<file path="config.mk">
export PLATFORM = sky130hd
export DESIGN_NAME = approx_prod_acc
export DESIGN_NICKNAME = d
export VERILOG_FILES = /design/src/rtl/approx_prod_acc.sv
export SDC_FILE = /design/constraint.sdc
export NUM_CORES = 1
export LEC_CHECK = 0
export ABC_AREA = 1
export CAP_MARGIN = 20
export CORE_UTILIZATION = 54
export DETAILED_ROUTE_END_ITERATION = 8
export HOLD_SLACK_MARGIN = 0.02
export PLACE_DENSITY = 0.82
export SKIP_LAST_GASP = 1
export SLEW_MARGIN = 30
export SYNTH_ARGS = -nofsm -noshare
export SYNTH_HDL_FRONTEND = slang
export SYNTH_SLANG_ARGS = --single-unit
export TNS_END_PERCENT = 100
</file>
<file path="constraint.sdc">
create_clock -name clk -period 2.35 [get_ports clk]
set_input_delay 0.705 -clock clk [delete_from_list [all_inputs] [get_ports clk]]
set_output_delay 0.705 -clock clk [all_outputs]
set_load 0.02 [all_outputs]
</file>
<file path="src/rtl/approx_prod_acc.sv">
`default_nettype none
// ---------------------------------------------------------------------------
// approx_prod_acc : valid/ready accumulator of approximate-multiplier products
// Rev 1.0
// ---------------------------------------------------------------------------
module approx_prod_acc #(
  parameter int PROD_W   = 16,
  parameter int ACC_W    = 20,
  parameter int MAX_LEN  = 32,
  parameter int SATURATE = 1,
  localparam int CW      = $clog2(MAX_LEN + 1)
) (
  input  logic              clk,
  input  logic              rst,
  input  logic              prod_valid,
  output logic              prod_ready,
  input  logic [PROD_W-1:0] prod,
  input  logic              prod_last,
  output logic              acc_valid,
  input  logic              acc_ready,
  output logic [ACC_W-1:0]  acc_data,
  output logic [CW-1:0]     acc_len,
  output logic              acc_ovf,
  output logic              acc_trunc
);

  localparam logic [CW-1:0] c_max_len = CW'(MAX_LEN);
  localparam logic          c_single  = (MAX_LEN == 1);

  typedef enum logic [1:0] {
    S_IDLE  = 2'd0,
    S_ACCUM = 2'd1,
    S_HOLD  = 2'd2
  } state_t;

  state_t             r_state;
  state_t             w_state_nx;
  logic [ACC_W-1:0]   r_acc;
  logic [CW-1:0]      r_len;
  logic               r_ovf;
  logic               r_trunc;
  logic               w_accept;
  logic [ACC_W:0]     w_sum;
  logic [CW-1:0]      w_len_inc;
  logic               w_at_max;

  // Handshake outputs depend on state only, so there is no input-to-output path.
  assign prod_ready = (r_state != S_HOLD);
  assign acc_valid  = (r_state == S_HOLD);
  assign acc_data   = r_acc;
  assign acc_len    = r_len;
  assign acc_ovf    = r_ovf;
  assign acc_trunc  = r_trunc;

  always_comb begin
    w_state_nx = r_state;
    w_accept   = prod_valid & prod_ready;
    w_sum      = {1'b0, r_acc} + (ACC_W+1)'(prod);
    w_len_inc  = r_len + CW'(1);
    w_at_max   = (w_len_inc == c_max_len);
    case (r_state)
      S_IDLE: begin
        if (w_accept) w_state_nx = (prod_last || c_single) ? S_HOLD : S_ACCUM;
      end
      S_ACCUM: begin
        if (w_accept && (prod_last || w_at_max)) w_state_nx = S_HOLD;
      end
      S_HOLD: begin
        if (acc_ready) w_state_nx = S_IDLE;
      end
      default: w_state_nx = S_IDLE;
    endcase
  end

  always_ff @(posedge clk or posedge rst) begin
    if (rst) begin
      r_state <= S_IDLE;
    end else begin
      r_state <= w_state_nx;
    end
  end

  // Result registers keep their value after hand-off until the next first beat.
  always_ff @(posedge clk or posedge rst) begin
    if (rst) begin
      r_acc   <= '0;
      r_len   <= '0;
      r_ovf   <= 1'b0;
      r_trunc <= 1'b0;
    end else if (w_accept) begin
      if (r_state == S_IDLE) begin
        r_acc   <= ACC_W'(prod);
        r_len   <= CW'(1);
        r_ovf   <= 1'b0;
        r_trunc <= c_single & ~prod_last;
      end else begin
        r_len   <= w_len_inc;
        r_trunc <= w_at_max & ~prod_last;
        if (w_sum[ACC_W]) begin
          r_ovf <= 1'b1;
          r_acc <= (SATURATE != 0) ? {ACC_W{1'b1}} : w_sum[ACC_W-1:0];
        end else begin
          r_acc <= w_sum[ACC_W-1:0];
        end
      end
    end
  end

endmodule
`default_nettype wire
</file>
==> flow_metrics.tcl <==
set metrics [dict create \
    status "finished clean" \
    fin_crit_ns 2.302 \
    instances_no_fill 582 \
    cpMostUsedCell "nand2_1" \
    layout_common_cells "155 x nand2_1, 51 x inv_1, 42 x clkdlybuf4s50_1" \
    irDropWorstVdd_mv 0.8575 \
    synth_cell_type_count 37 \
    synth_area_leaders "dfrtp_1 27%, nand2_1 23%, ha_1 7.6%" \
    worst_ep_arrival_time_ns 2.49 \
    clock_latency_ns 0.30 \
    finalCritPeriodShare_pct 97.94 \
    hold_depth 1 \
    layout_commonest_cell "nand2_1" \
    critPathMaxFanout 6 \
    crit_family "buffers and inverters" \
    vias 3033 \
    whs_endpoint "r_state[1]" \
    min-delay-start "r_state[1]" \
    grt_pass1_wl_mm 12.34 \
    crit_path_max_incr_delay_ns 0.50 \
    worstRegToRegCells 12 \
    clk_pin_slew_ns 0.08 \
    slowest_stage "clkdlybuf4s50_1" \
    first_iter_violations 179 \
    yosysWarnings 0 \
    grt_usage_pct 29.84 \
    start_kind "input port" \
    cts_root_buffer "clkbuf_8" \
    grt_pass1_vias 2825 \
    initial_utilization_pct 57.81 \
    powerDensity_nw_per_um2 1322 \
    cts_tree "yes" \
    port-buffer-count 50 \
    core_area_um2 4848 \
    drtPass1Iterations 5 \
    cts_sinks 30 \
    finClkSkew_ns 0.009980 \
    htreeDepth 2 \
    clk_path_buf_depth 2 \
    drive_above_1_share_pct 22.91 \
    avgSynthCellArea_um2 6.548 \
    crit_type "in -> reg" \
    synth_top_area_share_pct 26.79 \
    crit_chain "clkdlybuf4s50_1, ha_4, nand2_1, o21ai_1, nand2_1, nand3_2, nor2_4, o21ai_1, nand2_1" \
    drc 0 \
    syn_inst 428 \
    whs_ns 0.4970 \
    numCtsBuffers 5 \
    n_antenna_cell 0 \
    synth_area_um2 2803 \
    routedWlPerCell_um 14.02 \
    nNetsFinal 553 \
    vias_per_cell 5.211 \
    end_kind "flop" \
    hold_violations 0 \
    min_path_type "reg -> reg" \
    detail-route-antenna-nets 0 \
    worstReg2RegStart "acc_data[0]" \
    antenna_found_initial 0 \
    yosysTopAreaCell "dfrtp_1" \
    synth_nets 467 \
    required_ns 2.53 \
    worstReg2RegEnd "acc_data[7]" \
    rows 25 \
    final_max_slew_viol_count 0 \
    dpl.hpwl_mm 5.781 \
    reg2reg_slack_ns 0.34 \
    ys_seq_area_share_pct 26.79 \
    timing.slew.headroom_pct 70.76 \
    pin_count 51 \
    overflow 0 \
    chipWidth_um 74.04 \
    place_congestion 0.9237 \
    grt_max_degree 31 \
    p_leak_uw 0.002073 \
    crit_buf_inv 1 \
    cap_violations 0 \
    fmaxAchievable_mhz 434.5 \
    worst_pin_slew_ns 0.4380 \
    wirelength_mm 8.161 \
    die_y_um 74.04 \
    place_inst 573 \
    die_area_um2 5482 \
    ys_ff_latch 30 \
    finalSetupViolCount 0 \
    area_growth_pct 41.96 \
    grt_setup_unrepaired "yes" \
]
-- synth_stat cells --
library cell	number
a21oi_1	11
a21oi_4	1
a22o_1	1
a32o_1	1
and2_1	2
and3_1	1
buf_12	1
buf_2	4
clkbuf_1	1
dfrtp_1	30
fa_1	1
ha_1	17
inv_1	51
inv_2	4
nand2_1	169
nand2_2	4
nand2_4	5
nand3_1	23
nand3_2	2
nand3b_1	3
nand4_1	1
nand4_2	1
nor2_1	38
nor2_2	2
nor2_4	2
nor3_1	4
nor3_2	1
o21ai_0	17
o21ai_1	2
o21bai_1	2
o21bai_2	9
o21bai_4	1
o22ai_1	1
or2_1	1
or2_2	2
xnor2_1	2
xor2_1	10
-- registers in the layout, summed over array words and instances (netlist names) --
name,cells
acc_data,20
acc_len,6
acc_ovf,1
acc_trunc,1
r_state,2
-- what timing repair did --
item                                    in CTS  in global routing
pin swaps                                    5                  7
endpoints found under the setup margin      20                 20
setup buffers                                0                  1
hold buffers                                 0                  0
gates resized for setup                     12                 45
-- layer usage --
metal | vias to the layer above | part of all wire (%) | routed length [um] | track usage [%]
li1 | 1514 | - | - | -
met1 | 1388 | 43 | 3547 | 37.45
met2 | 111 | 48 | 3937 | 50.71
met3 | 20 | 5.6 | 454 | 5.420
met4 | 0 | 2.7 | 223 | 11.75
met5 | - | 0 | 0 | 0
-- final cells by class --
cell class                      count  area [um2]
Clock buffer                        6       82.58
Clock inverter                      2       12.51
Fill cell                         348       869.6
Inverter                           55       206.4
Multi-Input combinational cell    337        2063
Sequential cell                    30       750.7
Tap cell                           67       83.83
Timing Repair Buffer               85       779.5
-- worst reg2reg max path, delay by kind of cell (launching register included) --
family	cells	cell delay (ns)
AND/OR/NAND/NOR	9	0.70
adder cells (fa/ha/maj)	2	0.62
flip-flops	1	0.41
AO/OA/AOI/OAI	1	0.18
-- worst max-delay path by stage --
stage,from,endpoint,slack [ns],cells past startpoint
after global routing,prod[8],acc_data[17],-0.04,14
final,prod[14],acc_ovf,0.05,9
after CTS,prod[13],acc_data[15],0.01,10
after global placement,prod[0],acc_data[13],-0.48,12
after detailed placement,prod[0],acc_data[10],-0.49,12
after floorplan,prod[0],acc_data[2],0.06,13
-- through the flow --
stage | total power, uW | utilization (%) | instance area (um2) | setup WS, ns | setup TNS [ns]
finish | 5260 | 82.06 | 3979 | 0.04844 | 0
global placement | 4227 | 74.22 | 3598 | -0.4835 | -7.746
detailed placement | 4311 | 74.22 | 3598 | -0.4880 | -8.265
global route | 5657 | 82.06 | 3979 | -0.04389 | -0.1937
floorplan | 3112 | - | 2803 | 0.06278 | 0
CTS | 4858 | 77.03 | 3735 | 0.01290 | 0
-- report_power, final --
| group | switching [uW] | leakage [uW] | internal [uW] | total [uW] |
|---|---|---|---|---|
| combinational | 2130 | 0.00165 | 1700 | 3830 |
| clock | 234 | 0.0000472 | 236 | 469 |
| sequential | 242 | 0.000380 | 715 | 957 |
-- cell families after synthesis --
group | Yosys count | synth area share [%]
simple gates | 261 | 40.58
buf+inv | 61 | 8.928
compound gates | 46 | 11.65
flops | 30 | 26.79
fa+ha+maj | 18 | 8.303
xor+xnor | 12 | 3.750
No activity file was read; power rests on OpenSTA's default activity.
==> RTL edit 1: new RTL, same flow settings <==
Change the parameter `ACC_W` from 20 to 40.
--- a/src/rtl/approx_prod_acc.sv
+++ b/src/rtl/approx_prod_acc.sv
@@ -5,7 +5,7 @@
 // ---------------------------------------------------------------------------
 module approx_prod_acc #(
   parameter int PROD_W   = 16,
-  parameter int ACC_W    = 20,
+  parameter int ACC_W    = 40,
   parameter int MAX_LEN  = 32,
   parameter int SATURATE = 1,
   localparam int CW      = $clog2(MAX_LEN + 1)
Interface: changed (resized acc_data); port bits go from 51 to 71. No check against the original RTL was run, so the function may have changed too.
==> RTL edit 1 against the original RTL <==
  * Cell count grew 69%
  * Total power increased by 18%
  * Setup slack gained 0.017 ns
  * Wire length up 73%
  * Combinational power increased by 11%
  * Sequential share of layout area grew 0.79 points
  * Count of clock-buffer cells in the layout unchanged
  * Global-route usage up 3.7 points
  * Synthesized area rose by 64%
  * Critical path depth is 6 higher
  * Utilization fell by 4.6 points
  * Critical endpoint is now acc_data[3]
  * Design area is 60% higher
  * Critical path type unchanged
  * Sequential cell count rose by 20
==> RTL edit 1: results (changes against the original RTL) <==
Place
  • Final GP Congestion: 0.9433 (+2.1%)
  • Port-buffer cells: 70 (+40%)
  • HPWL after detailed placement: 10.18 mm (+76%)
  • Worst slack at placement: -0.5884 ns (-0.1004 ns)

Synthesis
  • Yosys cell types: 36 (-2.7%)
  • Syn_nets: 786 (+68%)
  • Synth top area cells: dfrtp_1 27%, nand2_1 25%, inv_1 8.4%
  • Sequential-to-total area share from yosys stat: 0.2729 (+0.004994)
  • Syn Area/Cell: 6.139 um2 (-6.3%)
  • Commonest cells in the netlist: 303 x nand2_1, 103 x inv_1, 83 x nor2_1, 60 x nand3_1, 50 x dfrtp_1

Power
  • Sw Share: 0.4631 (-0.03279)
  • Worst VDD drop: 0.0006685 V (-22%)
  • P_seq: 1300 uW (+36%)
  • Leak: 0.003315 uW (+60%)
  • Comb pwr: 4240 uW (+11%)

Final layout
  • Register Area: 1251 um2 (+67%)
  • Non-Filler Instances: 983 (+69%)
  • Filler cells: 618 (+78%)
  • Share of cells above drive strength 1: 0.2062 (-0.02298)
  • Max reg flops: 40 (+100%)

Routing
  • Met2 WL: 6.944 mm (+76%)
  • Via/cell ratio: 5.242 (+0.59%)
  • Wirelength, routed: 14.12 mm (+73%)
  • Met3 Wirelength: 907 um (+100%)

Global routing
  • Met3 Use GR: 0.04207 (-0.01213)
  • Grt met2 use: 0.6021 (+0.09498)
  • Largest net degree at the start of global routing: 40 (+29%)
  • GR Util All Layers: 0.3356 (+0.03714)
  • Met1 Usage GRT: 0.4160 (+0.04156)
  • First-pass GRT wire length: 23.21 mm (+88%)
  • Vias in the first global route: 5015 (+78%)

Run status
  • Run status: finished clean

Timing
  • Slew @ Worst Pin: 0.4938 ns (+0.05584 ns)
  • Max Freq: 0.4378 GHz (+0.76%)
  • Fin Clk Skew: 0.008675 ns (-0.001305 ns)

Worst setup path
  • FF-to-FF path depth: 15 (+3)
  • Worst Setup SP: prod[7]
  • Crit Reg-Reg Endpoint: acc_data[3]
[RTL edit 1: cell count changes in the layout (fill, tap and decap cells not counted), moves of 7 or more]
cell             delta
buf_4              +18
clkdlybuf4s50_1    +12
dfrtp_1            +20
dlygate4sd2_1      +12
dlymetal6s2s_1      -7
inv_1              +49
inv_2               +7
nand2_1           +139
nand3_1            +35
nand3_2            +12
nor2_1             +41
o21ai_0             -8
o21bai_2            -9
xnor2_1             +9
[RTL edit 1: worst max-delay path, stage by stage]
cell and delay (ns):
dlygate4sd2_1 0.27, ha_4 0.27, nand2_1 0.07, nand2_1 0.11, a21oi_2 0.17, nand2_2 0.09
buf_6 0.12, nand3_2 0.07, nand2_2 0.08, nor2_4 0.13, buf_12 0.12, buf_16 0.12
nand2_2 0.04, nand2_1 0.06, nand2_1 0.06
[RTL edit 1: kinds of logic (layout without fill, tap and decap cells)]
| logic type | count (synthesis) | count (layout) | synth area share |
|---|---|---|---|
| XOR/XNOR | 18 | 18 | 0.03438 |
| buffers and inverters | 125 | 256 | 0.1113 |
| adder cells (fa/ha/maj) | 18 | 18 | 0.05075 |
| flip-flops | 50 | 50 | 0.2729 |
| AND/OR/NAND/NOR | 513 | 513 | 0.4982 |
| AO/OA/AOI/OAI | 23 | 23 | 0.03247 |
[RTL edit 1: layout make-up]
class                      count  share of cell area
multi-input combinational    572              0.4904
clock inverter                 1            0.004717
inverter                     112             0.06643
clock buffer                   6             0.01297
timing repair buffer         137              0.2083
sequential                    50              0.1965
tap                          105             0.02064
[RTL edit 1: what timing repair did]
action,CTS,global route
pin swaps,10,15
gates cloned,3,0
setup endpoints to repair,41,41
buffers inserted,7,3
gates resized for setup,53,29
hold buffers,0,0
==> RTL edit 2: new RTL, same flow settings <==
Made on the original files. The 3 states of `state_t` get a one-hot encoding in 3 bits.
--- a/src/rtl/approx_prod_acc.sv
+++ b/src/rtl/approx_prod_acc.sv
@@ -27,10 +27,10 @@
   localparam logic [CW-1:0] c_max_len = CW'(MAX_LEN);
   localparam logic          c_single  = (MAX_LEN == 1);
 
-  typedef enum logic [1:0] {
-    S_IDLE  = 2'd0,
-    S_ACCUM = 2'd1,
-    S_HOLD  = 2'd2
+  typedef enum logic [2:0] {
+    S_IDLE  = 3'b001,
+    S_ACCUM = 3'b010,
+    S_HOLD  = 3'b100
   } state_t;
 
   state_t             r_state;
Function: same outputs for any inputs over 10 cycles, from zero or initial values and one cycle with rst high; not proved beyond that.
==> RTL edit 2 against the original RTL <==
  * Synthesized area rose by 4.2%
  * Wire length rose by 11%
  * Count of clock-buffer cells in the layout did not move
  * Sequential cell count rose by 1
  * Design area rose by 3.5%
  * Utilization fell by 2.4 points
  * Highest routed layer unchanged
  * Total power rose by 8.1%
  * Setup slack got worse by 0.0051 ns
==> RTL edit 2: results (changes against the original RTL) <==
Routing
  • 1st-iter DRT viols: 293 (+64%)
  • Via/cell ratio: 5.407 (+3.8%)
  • DR vias: 3266 (+7.7%)
  • Drt pass-1 iters: 7 (+2)
  • Wirelength, routed: 9.070 mm (+11%)

Global routing
  • GR Util All Layers: 0.3324 (+0.03397)
  • Largest net degree at the start of global routing: 22 (-29%)
  • Vias in the first global route: 3200 (+13%)
  • First-pass GRT wire length: 14.03 mm (+14%)
  • Initial antenna violation count: 0 (unchanged)

Worst hold path
  • Min-delay src: acc_trunc
  • Worst Hold Class: reg2reg

Clock network
  • CTS Buf Count: 5 (unchanged)
  • H-Tree Depth: 2 (unchanged)
  • Clock root cell: clkbuf_8
  • Clock Tree Buf Depth: 2 (unchanged)
  • Clock-pin slew on the worst setup and hold paths: 0.08 ns (about the same)
  • Latest clock arrival within the worst-skew pair: 0.30 ns (about the same)

Place
  • Port-buffer cells: 50 (unchanged)
  • HPWL after detailed placement: 6.346 mm (+9.8%)
  • Final GP Congestion: 0.9621 (+4.2%)
  • Placed cell area: 3744 um2 (+4.0%)
  • Dpl cells: 595 (+3.8%)

Worst setup path
  • R2R Setup Slk: 0.30 ns (-0.04 ns)
  • Worst path slowest cell: clkdlybuf4s50_1
  • CP max FO: 4 (-2)
  • Worst EP arrival: approximately 2.5 ns
  • Worst R2R Start: acc_data[0]
  • Worst Setup SP: prod[4]
  • CP max stage delay: 0.44 ns (-0.06 ns)

Synthesis
  • Syn_nets: 481 (+3.0%)
  • Sequential-to-total area share from yosys stat: 0.2660 (-0.001904)
  • Commonest cells in the netlist: 174 x nand2_1, 58 x inv_1, 31 x nor2_1, 30 x dfrtp_1, 26 x nand3_1
  • Syn Area/Cell: 6.610 um2 (+0.94%)
  • Yosys cell types: 41 (+11%)
  • Yosys warnings: 0 (unchanged)
  • FFs w/ async S/R, synth: 1.000 (unchanged)
  • Synth top area cells: dfrtp_1 26%, nand2_1 22%, inv_1 7.5%

Timing
  • Fin Clk Skew: 0.007844 ns (-0.002135 ns)
  • Hold_ws: 0.5179 ns (+0.02088 ns)
  • Slew headroom: 0.6150 (-0.09260)

Final layout
  • N_diodes: 0 (unchanged)
  • Filler cells: 339 (-2.6%)
  • Synthesis-to-finish area growth: 40.98%
  • # nets final: 572 (+3.4%)
  • Max reg flops: 20 (unchanged)
  • Share of cells above drive strength 1: 0.2322 (+0.003084)

Run status
  • Run status: finished clean

Power
  • Leak: 0.002189 uW (+5.6%)
  • Worst VDD drop: 0.0009203 V (+7.3%)
RTL edit 2: cell types whose count changed in the layout (fill, tap and decap cells not counted), sizes merged, moves of 3 or more:
cell | unedited run | this run
a21oi | 12 | 15
buf | 35 | 42
clkdlybuf4s50 | 42 | 39
inv | 55 | 60
nand2 | 178 | 183
nor2 | 42 | 36
nor3 | 5 | 8
RTL edit 2: cells by family (layout without fill, tap and decap cells):
kind of cell    Yosys count  after routing  synth area share
compound gates           49             49            0.1148
xor+xnor                 12             12           0.03597
fa+ha+maj                18             18           0.07966
buf+inv                  68            160            0.1066
flops                    31             31            0.2660
simple gates            264            264            0.3970
RTL edit 2: final cells by class:
| class | instances | area share |
|---|---|---|
| Clock buffer | 6 | 0.02005 |
| Clock inverter | 2 | 0.008505 |
| Inverter | 60 | 0.05468 |
| Multi-Input combinational cell | 343 | 0.5009 |
| Sequential cell | 31 | 0.1886 |
| Tap cell | 70 | 0.02126 |
| Timing Repair Buffer | 92 | 0.2060 |
RTL edit 2: path summary, 6_finish.rpt:
kind	endpoint	cells after the start
max reg2reg	acc_data[12]	11
max in group asynchronous	acc_data[16]	3
max	acc_data[12]	14
min reg2reg	acc_trunc	2
min in group asynchronous	acc_len[0]	2
min	acc_trunc	2
RTL edit 2: worst max-delay path: cells and delay by family:
family                   cells  cell delay [ns]
adder cells (fa/ha/maj)      1             0.40
buffers and inverters        2             0.56
AND/OR/NAND/NOR             11             0.83
RTL edit 2: layer usage:
layer	vias up	GRT usage	part of all wire
met1	1493	0.3909	0.41
met2	160	0.5804	0.49
met4	0	0.1564	0.038
met3	47	0.06878	0.060
met5	-	0	0
li1	1566	-	-
RTL edit 2: metrics by stage:
step / power, uW / setup WS (ns)
after global placement: 4492 / -0.4233
after detailed placement: 4610 / -0.5599
final: 5683 / 0.04332
after global routing: 6070 / -0.07182
after CTS: 5286 / -0.0009031
after floorplan: 3314 / 0.04685
RTL edit 2: timing repair:
| item | CTS | global route |
|---|---|---|
| pin swaps | 4 | 7 |
| endpoints found under the setup margin | 22 | 21 |
| buffers inserted | 1 | 0 |
| resized for setup | 13 | 44 |
RTL edit 2: power breakdown:
part / total, uW / switching [uW] / internal (uW)
combinational: 4100 / 2310 / 1790
clock: 576 / 233 / 343
sequential: 1010 / 250 / 756
total: 5680 / 2800 / 2890
